### src/rtl/shift_reg_univ_pkg.sv
// Shared definitions for the universal shift register: mode and FSM state encodings,
// plus a helper that tells which modes move bits through sout.
package seq_pkg;

    localparam logic [2:0] MODE_HOLD  = 3'b000;
    localparam logic [2:0] MODE_LOAD  = 3'b001;
    localparam logic [2:0] MODE_SHL   = 3'b010;
    localparam logic [2:0] MODE_SHR   = 3'b011;
    localparam logic [2:0] MODE_ROTL  = 3'b100;
    localparam logic [2:0] MODE_ROTR  = 3'b101;
    localparam logic [2:0] MODE_CLEAR = 3'b110;
    localparam logic [2:0] MODE_SET   = 3'b111;

    typedef enum logic [1:0] {
        ST_IDLE  = 2'd0,
        ST_SHIFT = 2'd1,
        ST_DONE  = 2'd2
    } state_t;

    function automatic logic is_shift_mode(input logic [2:0] m);
        return (m == MODE_SHL) || (m == MODE_SHR) ||
               (m == MODE_ROTL) || (m == MODE_ROTR);
    endfunction

endpackage

### src/rtl/shift_reg_univ_step.sv
// One-step next-state logic for the universal register; shared by the single-cycle
// IDLE path and the multi-cycle shift engine.
module shift_reg_step
    import seq_pkg::*;
#(
    parameter int WIDTH = 8
) (
    input  logic [WIDTH-1:0] q,
    input  logic [2:0]       mode,
    input  logic [WIDTH-1:0] d,
    input  logic             sin,
    output logic [WIDTH-1:0] q_next,
    output logic             bit_out
);

    always_comb begin
        q_next  = q;
        bit_out = 1'b0;
        case (mode)
            MODE_HOLD:  q_next = q;
            MODE_LOAD:  q_next = d;
            MODE_SHL: begin
                q_next  = {q[WIDTH-2:0], sin};
                bit_out = q[WIDTH-1];
            end
            MODE_SHR: begin
                q_next  = {sin, q[WIDTH-1:1]};
                bit_out = q[0];
            end
            MODE_ROTL: begin
                q_next  = {q[WIDTH-2:0], q[WIDTH-1]};
                bit_out = q[WIDTH-1];
            end
            MODE_ROTR: begin
                q_next  = {q[0], q[WIDTH-1:1]};
                bit_out = q[0];
            end
            MODE_CLEAR: q_next = '0;
            MODE_SET:   q_next = '1;
            default:    q_next = q;
        endcase
    end

endmodule

### src/rtl/shift_reg_univ.sv
// Universal WIDTH-bit register with a start/busy/done multi-cycle shift engine.
// Optional parity output enabled by defining SHIFT_REG_PARITY_EN.
//
//   state    | meaning
//   ST_IDLE  | mode applied each clock; shift-mode start launches the engine
//   ST_SHIFT | one latched step per clock, live inputs ignored, busy=1
//   ST_DONE  | done=1 for this one cycle; otherwise behaves exactly as ST_IDLE
module shift_reg_univ
    import seq_pkg::*;
#(
    parameter int WIDTH = 8,
    parameter int AMT_W = $clog2(WIDTH + 1)
) (
    input  logic             clk,
    input  logic             rst,
    input  logic [2:0]       mode,
    input  logic             start,
    input  logic [AMT_W-1:0] amt,
    input  logic [WIDTH-1:0] d,
    input  logic             sin,
    output logic [WIDTH-1:0] q,
    output logic [WIDTH-1:0] qn,
    output logic             sout,
    output logic             busy,
`ifdef SHIFT_REG_PARITY_EN
    output logic             par,
`endif
    output logic             done
);

    localparam logic [AMT_W-1:0] AMT_MAX = AMT_W'(WIDTH);
    localparam logic [AMT_W-1:0] AMT_ONE = AMT_W'(1);

    state_t           state;
    logic [AMT_W-1:0] cnt;
    logic [2:0]       lat_mode;
    logic             lat_sin;

    logic [2:0]       step_mode;
    logic             step_sin;
    logic [WIDTH-1:0] q_next;
    logic             bit_out;
    logic             take_start;
    logic             q_upd;
    logic             sout_upd;
    logic [WIDTH-1:0] q_d;
    logic [AMT_W-1:0] amt_clamped;

    always_comb begin
        step_mode   = (state == ST_SHIFT) ? lat_mode : mode;
        step_sin    = (state == ST_SHIFT) ? lat_sin  : sin;
        take_start  = (state != ST_SHIFT) && start && is_shift_mode(mode);
        // The launch cycle only latches; the first step happens on the next edge.
        q_upd       = (state == ST_SHIFT) || !take_start;
        sout_upd    = q_upd && is_shift_mode(step_mode);
        q_d         = q_upd ? q_next : q;
        amt_clamped = (amt > AMT_MAX) ? AMT_MAX : amt;
    end

    shift_reg_step #(
        .WIDTH (WIDTH)
    ) u_step (
        .q       (q),
        .mode    (step_mode),
        .d       (d),
        .sin     (step_sin),
        .q_next  (q_next),
        .bit_out (bit_out)
    );

    always_ff @(posedge clk or posedge rst) begin
        if (rst) begin
            state    <= ST_IDLE;
            cnt      <= '0;
            lat_mode <= MODE_HOLD;
            lat_sin  <= 1'b0;
            q        <= '0;
            qn       <= '1;
            sout     <= 1'b0;
            busy     <= 1'b0;
            done     <= 1'b0;
`ifdef SHIFT_REG_PARITY_EN
            par      <= 1'b0;
`endif
        end else begin
            q  <= q_d;
            qn <= ~q_d;
            if (sout_upd) begin
                sout <= bit_out;
            end
`ifdef SHIFT_REG_PARITY_EN
            par <= ^q_d;
`endif
            case (state)
                ST_SHIFT: begin
                    cnt <= cnt - AMT_ONE;
                    if (cnt == AMT_ONE) begin
                        state <= ST_DONE;
                        busy  <= 1'b0;
                        done  <= 1'b1;
                    end
                end
                default: begin
                    done <= 1'b0;
                    if (take_start) begin
                        lat_mode <= mode;
                        lat_sin  <= sin;
                        if (amt_clamped == '0) begin
                            state <= ST_DONE;
                            done  <= 1'b1;
                        end else begin
                            cnt   <= amt_clamped;
                            state <= ST_SHIFT;
                            busy  <= 1'b1;
                        end
                    end else begin
                        state <= ST_IDLE;
                    end
                end
            endcase
        end
    end

endmodule

### config.mk
export PLATFORM = sky130hd
export DESIGN_NAME = shift_reg_univ
export DESIGN_NICKNAME = d
export VERILOG_FILES = /design/src/rtl/shift_reg_univ_pkg.sv /design/src/rtl/shift_reg_univ_step.sv /design/src/rtl/shift_reg_univ.sv
export SDC_FILE = /design/constraint.sdc
export NUM_CORES = 1
export LEC_CHECK = 0
export BUFFER_PORTS_ARGS = -buffer_cell sky130_fd_sc_hd__buf_2
export CAP_MARGIN = 20
export CORE_ASPECT_RATIO = 1.2
export CORE_MARGIN = 8
export CORE_UTILIZATION = 55
export DETAILED_ROUTE_END_ITERATION = 10
export HOLD_SLACK_MARGIN = 0.02
export PLACE_DENSITY_LB_ADDON = 0.25
export SLEW_MARGIN = 20
export SYNTH_ARGS = -nofsm -noshare
export SYNTH_HDL_FRONTEND = slang
export SYNTH_SLANG_ARGS = --single-unit
### constraint.sdc
create_clock -name clk -period 4.48 [get_ports clk]
set_clock_uncertainty 0.1 [all_clocks]
set_input_delay 0.448 -clock clk [delete_from_list [all_inputs] [get_ports clk]]
set_output_delay 0.448 -clock clk [all_outputs]
set_load 0.01 [all_outputs]
==> metrics.cfg, run 1 <==
[status]
status = complete, no violations

[setup_path]
rr_worst_depth = 5
crit_fanout = 14
cp-start-kind = register
worst_ep_required_time_ns = 4.60
slowest_stage = mux2i_2
crit_arrival_ns = 2.63
worstPathCellList = nor2b_1, mux2i_2, mux2i_1, nand2_1, o32a_1
r2r_slack_ns = 1.97
path_delay_family = multiplexers
startpoint = done$_DFFE_PP0P_
rr_startpoint = done$_DFFE_PP0P_
crit_type = reg -> reg
slowest_delay_ns = 0.68
path_buf_inv = 0
crit_path_end_kind = register

[detailed_routing]
drt_iter0_markers = 95
via_per_inst = 6.38
routed_wl_um = 3830
final_antenna_net_count = 0
dr.pass1.iters = 4
drc = 0
via_count = 1417
wl_per_cell_um = 17.3

[clock_tree]
clk_latency_ns = 0.32
tritoncts = yes
clock_sinks = 28
htreeDepth = 1
holdBufCountCts = 0
post_cts_buffers = 0
cts_buffers = 3
clockBufferDepth = 2
clockRootBuffer = clkbuf_4
path_clk_slew_ns = 0.15
cts_resized = 0

[floorplan]
fp.coreArea_mm2 = 0.00276
die_width_um = 64.6
ios = 38
dieHeight_um = 74.4
fp-row-count = 21
die_area_mm2 = 0.00481
initial_core_util_pct = 56.6

[grt]
grt.total_usage_pct = 16.1
grt_pass1_wl_um = 6350
grt_pass1_vias = 1472
antenna_found_initial = 0
grt_max_degree = 29
grt_overflow = 0

[placement]
place_area_mm2 = 0.00173
dp_hpwl_um = 2890
place_ws_ns = 2.03
portBuffers = 37
globalplace.congestion = 0.845

[pwr]
powerDensity_mw_per_mm2 = 764
power.leakage_uw = 0.000794
total_power_uw = 1350
vdd_drop_max_mv = 0.338

[final_layout]
n_antenna_cell = 0
final_util_pct = 63.9
drive_above_1_share_pct = 28.7
final_area_mm2 = 0.00176
fin_nets = 210
area_growth_pct = 12.9

[sta]
slew_violations = 0
rsz0062_at_grt = false
fmax_ghz = 0.398
post-route-period-util_pct = 56.0
setup_violations = 0
maxSlewHeadroom_pct = 42.3
setup_tns_ns = 0
period_needed_ns = 2.51
setup_ws_ns = 1.97
finalHoldViolCount = 0
worst_pin_slew_ns = 0.841

[synth]
ys_seq_area_share_pct = 45.5
synth.distinct_cells = 43
synth_edf_count = 0
synth_seq_cells = 28
yosysTopAreaCell = dfrtp_1
ys.flop_type = dfrtp_1
synth.area.top_cells = dfrtp_1 32%, dfstp_2 13%, nand2_1 4.1%, o32a_1 3.8%, o32ai_1 3.4%
syn_area_per_cell_um2 = 10.0
yosys_warnings = 0
synthesis.nets = 177
synthesis.area_mm2 = 0.00156
async_flop_share_pct = 100
synthesis.instances = 156
netlist.area_leader.share_pct = 32.1

[flow_run]
maxCapViolations = 0

[worst_hold_path]
hold_class = in -> async

[area by class of cell]
class                   count  area, um^2
inverters                   4        15.0
repair buffers             39         200
fillers                   247         996
multi-input cells         113         758
well taps                  34        42.5
flip-flops and latches     28         711
clock buffers               4        36.3
[worst max-delay path by stage]
stage,to,slack (ns),cells past startpoint
finish,register,1.97,5
floorplan,register,2.48,7
CTS,register,1.99,5
detailed placement,register,2.03,5
global placement,register,2.10,5
global route,qn[4]$_DFF_PP1_,1.76,5
[metrics by stage]
| stage | cells | hold slack [ns] |
|---|---|---|
| 3_3_place_gp | 218 | 0.354 |
| 6_report | 222 | 0.0545 |
| 4_1_cts | 222 | 0.240 |
| 3_5_place_dp | 218 | 0.373 |
| 2_1_floorplan | 156 | 0.366 |
| 5_1_grt | 222 | 0.101 |
[cell usage after synthesis (2+ instances only)]
cell type	n
a211oi_1	2
a21oi_1	5
a22oi_1	6
a31oi_1	3
and2_1	7
and3_1	4
buf_2	5
buf_4	2
buf_6	3
dfrtp_1	20
dfstp_2	8
ha_1	2
inv_1	4
mux2i_1	4
nand2_1	17
nand2b_1	2
nand3_1	4
nand3b_1	3
nor2_1	9
o2111ai_1	2
o21ai_0	7
o31ai_1	4
o32a_1	6
o32ai_1	6
or4_1	2
xnor2_1	2
[logic make-up after synthesis]
family | Yosys count | synth area share, %
AO/OA/AOI/OAI | 47 | 22.5
XOR/XNOR | 3 | 1.68
adder cells (fa/ha/maj) | 2 | 1.60
buffers and inverters | 15 | 5.93
flip-flops | 28 | 45.5
multiplexers | 5 | 3.45
AND/OR/NAND/NOR | 56 | 19.3
[layout by cell type (no fill, tap or decap), types with 6 or more instances in the layout]
| cell | synthesis | layout |
|---|---|---|
| o32a_1 | 6 | 6 |
| dfrtp_1 | 20 | 20 |
| o21ai_0 | 7 | 7 |
| and2_1 | 7 | 7 |
| a22oi_1 | 6 | 6 |
| buf_2 | 5 | 37 |
| nand2_1 | 17 | 17 |
| o32ai_1 | 6 | 6 |
| dfstp_2 | 8 | 8 |
| nor2_1 | 9 | 9 |
[report_power, final]
part           total, uW  internal [uW]  switching [uW]  leakage (uW)
Combinational        718            321             397      0.000450
Clock                122           49.7            72.6     0.0000210
Sequential           508            406             102      0.000323
Total               1350            776             571      0.000794
[metal layers]
metal	global-route usage [%]	vias up	wire length [um]
li1	-	661	-
met1	17.2	688	1520
met2	29.4	58	1960
met3	3.31	10	263
met4	8.25	0	80
met5	0	-	0
[worst register-to-register path, stage by stage (launching register included)]
cell and delay [ns]:
dfrtp_1 0.44, nor2b_1 0.23, mux2i_2 0.68, mux2i_1 0.26, nand2_1 0.27, o32a_1 0.44
No activity file was read; power rests on OpenSTA's default activity.
==> run 2, diff against run 1 <==
CORE_UTILIZATION = 52   (was 55)
clock period = 2.4 ns   (was 4.48 ns; I/O delays follow)
==> run 2 against run 1 <==
- global-route usage down 0.85 points
- setup slack worse by 1.8 ns
- worst hold slack worse by 0.0021 ns
- count of clock-buffer cells in the layout shrank 1
- sequential cell count unchanged
- cell area rose by 4.2%
- fmax rose by 12%
- power is 96% higher
- die area rose by 4.4%
- via count down 2.0%
- register-to-register slack lost 1.8 ns
- critical path type unchanged
- largest cell class unchanged
- largest power group unchanged
==> metrics.cfg, run 2 (same netlist as run 1, synthesis figures left out) <==
[clock_tree]
cts_buffers = 3
clk_latency_ns = 0.33
htreeDepth = 1
path_clk_slew_ns = 0.16
clock_sinks = 28
clockBufferDepth = 2
tritoncts = yes
post_cts_buffers = 0
clockRootBuffer = clkbuf_4

[pwr]
powerDensity_mw_per_mm2 = 1440
vdd_drop_max_mv = 0.685
total_power_uw = 2650
power.leakage_uw = 0.000831

[floorplan]
initial_core_util_pct = 52.5
fp.coreArea_mm2 = 0.00297
dieHeight_um = 76.0
fp-row-count = 22
die_area_mm2 = 0.00502
die_width_um = 66.0
ios = 38

[grt]
busiest_layer = met2
grt.total_usage_pct = 15.3
grt_use_met1_pct = 16.9
grt_pass1_vias = 1409
grt_use_met3_pct = 3.82
grt_max_degree = 29
grt_pass1_wl_um = 6350
antenna_found_initial = 0
grt_overflow = 0
use_met2_pct = 25.9

[final_layout]
multiInputGateArea_um2 = 766
final_cell_mix = 37 x buf_2, 20 x dfrtp_1, 17 x nand2_1, 9 x nor2_1, 8 x dfstp_2
area_growth_pct = 17.6
seq_area_um2 = 711
layout_commonest_cell = buf_2
final_area_mm2 = 0.00184
nFillCells = 266
n_antenna_cell = 0
drive_above_1_share_pct = 29.9
fin_nets = 216

[placement]
dp_hpwl_um = 2890
portBuffers = 37
globalplace.congestion = 0.862
place_ws_ns = 0.177
place_area_mm2 = 0.00177

[detailed_routing]
drc = 0
dr.pass1.iters = 4
via_count = 1388
via_per_inst = 6.03
routed_wl_um = 3800
drt_iter0_markers = 105
final_antenna_net_count = 0
wl_per_cell_um = 16.5

[sta]
fmax_ghz = 0.445
maxSlewHeadroom_pct = 53.8
setup_ws_ns = 0.155
post-route-period-util_pct = 93.5
period_needed_ns = 2.25
finalHoldViolCount = 0
setup_tns_ns = 0
rsz0062_at_grt = false
slew_violations = 0
worst_pin_slew_ns = 0.687
setup_violations = 0

[setup_path]
worst_ep_required_time_ns = 2.53
cp-start-kind = register
crit_path_end_kind = register
crit_arrival_ns = 2.38
crit_fanout = 12
crit_type = reg -> reg

[flow_run]
maxCapViolations = 0

[worst_hold_path]
hold_class = in -> reg

[status]
status = complete, no violations

[run 2: area by class of cell]
type	count	area share, %
Multi-Input combinational cell	113	41.7
Tap cell	36	2.45
Clock inverter	1	1.63
Inverter	4	0.817
Clock buffer	3	1.23
Sequential cell	28	38.7
Timing Repair Buffer	45	13.5
[run 2: per-stage QoR]
step	utilization [%]	cells	hold WS, ns
2_1_floorplan	-	156	0.199
3_3_place_gp	59.4	225	0.213
6_report	61.8	230	0.0524
3_5_place_dp	59.4	225	0.231
4_1_cts	61.5	230	0.0356
5_1_grt	61.8	230	0.0736
[run 2: power breakdown]
| group | switching (uW) | internal [uW] |
|---|---|---|
| logic | 750 | 642 |
| registers | 184 | 757 |
| clock network | 145 | 169 |
[run 2: worst max-delay path, cell delays in order (launching register included)]
cell,delay (ns)
dfrtp_1,0.41
nor2b_1,0.41
mux2i_2,0.32
mux2i_1,0.22
nand2_1,0.26
o32a_1,0.43
[run 2: repair_timing]
action | 4_1_cts | 5_1_grt
hold endpoints to repair | 20 | 0
resized for setup | 0 | 1
setup endpoints to repair | 0 | 2
hold buffers | 1 | 0
[run 2: path summary, 6_finish.rpt]
check                                startpoint                  end  slack, ns  cells past startpoint
min reg2reg                    busy$_DFFE_PP0P_     busy$_DFFE_PP0P_       0.40                      2
min                                         sin  lat_sin$_DFFE_PP0P_       0.05                      3
max in group asynchronous                   rst      qn[0]$_DFF_PP1_       1.49                      4
max                        state[0]$_DFFE_PP0P_             register       0.15                      5
min in group asynchronous                   rst            async pin       0.39                      4
max reg2reg                state[0]$_DFFE_PP0P_             register       0.15                      5
[run 2: routing by layer]
| metal | wire length (um) | part of all wire (%) |
|---|---|---|
| met5 | 0 | 0 |
| met4 | 98 | 2.6 |
| met3 | 249 | 6.6 |
| met2 | 1940 | 51 |
| met1 | 1510 | 40 |
==> run 3, diff against run 2 <==
GPL_TIMING_DRIVEN = 0   (was default)
==> run 3 against run 2 <==
- routed wire length is 2.2% higher
- cell area is 0.68% higher
- setup slack better by 0.054 ns
- clock power hardly changed
- combinational power is 3% higher
- non-clock buffer count is 3 higher
==> metrics.cfg, run 3 (same netlist as run 1, synthesis figures left out) <==
[detailed_routing]
dr.pass1.iters = 4
drt_iter0_markers = 94
wl_per_cell_um = 16.7
via_per_inst = 6.15
routed_wl_um = 3890
via_count = 1434
drc = 0
final_antenna_net_count = 0

[setup_path]
r2r_slack_ns = 0.21
path_buf_inv = 2
path_delay_family = multiplexers
rr_worst_depth = 7
crit_path_end_kind = register
crit_arrival_ns = 2.32
startpoint = done$_DFFE_PP0P_
crit_type = reg -> reg
slowest_delay_ns = 0.44
slowest_stage = dfrtp_1
crit_top_cell = buf_4
rr_startpoint = done$_DFFE_PP0P_
crit_fanout = 10
crit_cells = 7
worstPathCellList = nor2b_1, buf_4, mux2i_2, mux2i_1, nand2_1, buf_4, o32a_1
cp-start-kind = register
worst_ep_required_time_ns = 2.53

[sta]
worst_pin_slew_ns = 0.886
maxSlewHeadroom_pct = 39.3
setup_tns_ns = 0
fmax_ghz = 0.456
post-route-period-util_pct = 91.3
period_needed_ns = 2.19
setup_violations = 0
rsz0062_at_grt = false
finalHoldViolCount = 0
slew_violations = 0

[clock_tree]
tritoncts = yes
cts_buffers = 3
post_cts_buffers = 0
clockBufferDepth = 2
clockRootBuffer = clkbuf_4
clock_sinks = 28
clk_latency_ns = 0.33
htreeDepth = 1
path_clk_slew_ns = 0.15

[floorplan]
die_area_mm2 = 0.00502
fp-row-count = 22
fp.coreArea_mm2 = 0.00297
die_width_um = 66.0
initial_core_util_pct = 52.5
ios = 38
dieHeight_um = 76.0

[pwr]
vdd_drop_max_mv = 0.696
powerDensity_mw_per_mm2 = 1450
power.leakage_uw = 0.000841

[final_layout]
final_cell_mix = 41 x buf_2, 20 x dfrtp_1, 17 x nand2_1, 9 x nor2_1, 8 x dfstp_2
n_antenna_cell = 0
finalNonFillerCells = 233
layout_commonest_cell = buf_2
drive_above_1_share_pct = 31.0
area_growth_pct = 18.4
fin_nets = 219
nFillCells = 256

[grt]
grt_pass1_wl_um = 6510
grt_pass1_vias = 1466
antenna_found_initial = 0
grt_max_degree = 29
grt.total_usage_pct = 15.5
grt_overflow = 0

[placement]
dp_hpwl_um = 2880
dpl.cell_count = 228
portBuffers = 36
globalplace.congestion = 0.898

[status]
status = complete, no violations

[worst_hold_path]
hold_path_depth = 3
hold_class = in -> reg
min_from = sin

[flow_run]
maxCapViolations = 0

==> run 3: cell types whose count changed in the layout (fill, tap and decap cells not counted) <==
cell	before	now
buf_4	7	2
buf_2	37	41
buf_6	0	3
a21oi_2	0	1
a21oi_4	1	0
clkbuf_1	0	1
inv_1	4	3
inv_2	0	1
==> run 3: worst min-delay path by stage <==
| stage | end | slack (ns) |
|---|---|---|
| after CTS | lat_sin$_DFFE_PP0P_ | 0.02 |
| after global routing | lat_sin$_DFFE_PP0P_ | 0.03 |
| after global placement | busy$_DFFE_PP0P_ | 0.36 |
| after floorplan | async pin | 0.20 |
| after detailed placement | busy$_DFFE_PP0P_ | 0.37 |
| final | lat_sin$_DFFE_PP0P_ | 0.04 |
==> run 3: area by class of cell <==
cell class,instances,area [um^2],share of cell area (%)
Inverter,4,15.0,0.812
Timing Repair Buffer,37,190,10.3
Tap cell,36,45.0,2.44
Sequential cell,28,711,38.4
Multi-Input combinational cell,113,758,41.0
Buffer,11,77.6,4.19
Clock buffer,3,22.5,1.22
Clock inverter,1,30.0,1.62
==> run 3: timing repair <==
item	4_1_cts	5_1_grt
hold buffers	0	1
hold endpoints to repair	0	20
gates resized for setup	0	0
==> run 3: routing by layer <==
layer | wire [um] | track usage (%) | up-vias | share of wire (%)
met5 | 0 | 0 | - | 0
met2 | 1920 | 26.2 | 52 | 49
met1 | 1630 | 18.0 | 701 | 42
met3 | 268 | 3.53 | 8 | 6.9
li1 | - | - | 673 | -
met4 | 64 | 6.00 | 0 | 1.6
==> run 3: worst register-to-register path, cell delays in order, from the launching register on <==
cell,delay (ns)
dfrtp_1,0.44
nor2b_1,0.12
buf_4,0.15
mux2i_2,0.38
mux2i_1,0.24
nand2_1,0.12
buf_4,0.21
o32a_1,0.35
==> run 3: report_power, final <==
group	leakage [uW]	total, uW	internal (uW)	switching [uW]
Combinational	0.000491	1430	656	775
Sequential	0.000323	935	757	178
Clock	0.0000279	311	169	142
==> run 3: through the flow <==
stage | util [%] | setup WS, ns | area [um^2] | hold WS (ns) | total power (uW)
floorplan | - | 0.397 | 1560 | 0.199 | 1950
global placement | 60.1 | 0.267 | 1790 | 0.357 | 2320
detailed placement | 60.1 | 0.250 | 1790 | 0.366 | 2370
CTS | 61.9 | 0.224 | 1840 | 0.0243 | 2680
global route | 62.2 | 0.120 | 1850 | 0.0336 | 2870
finish | 62.2 | 0.209 | 1850 | 0.0356 | 2680
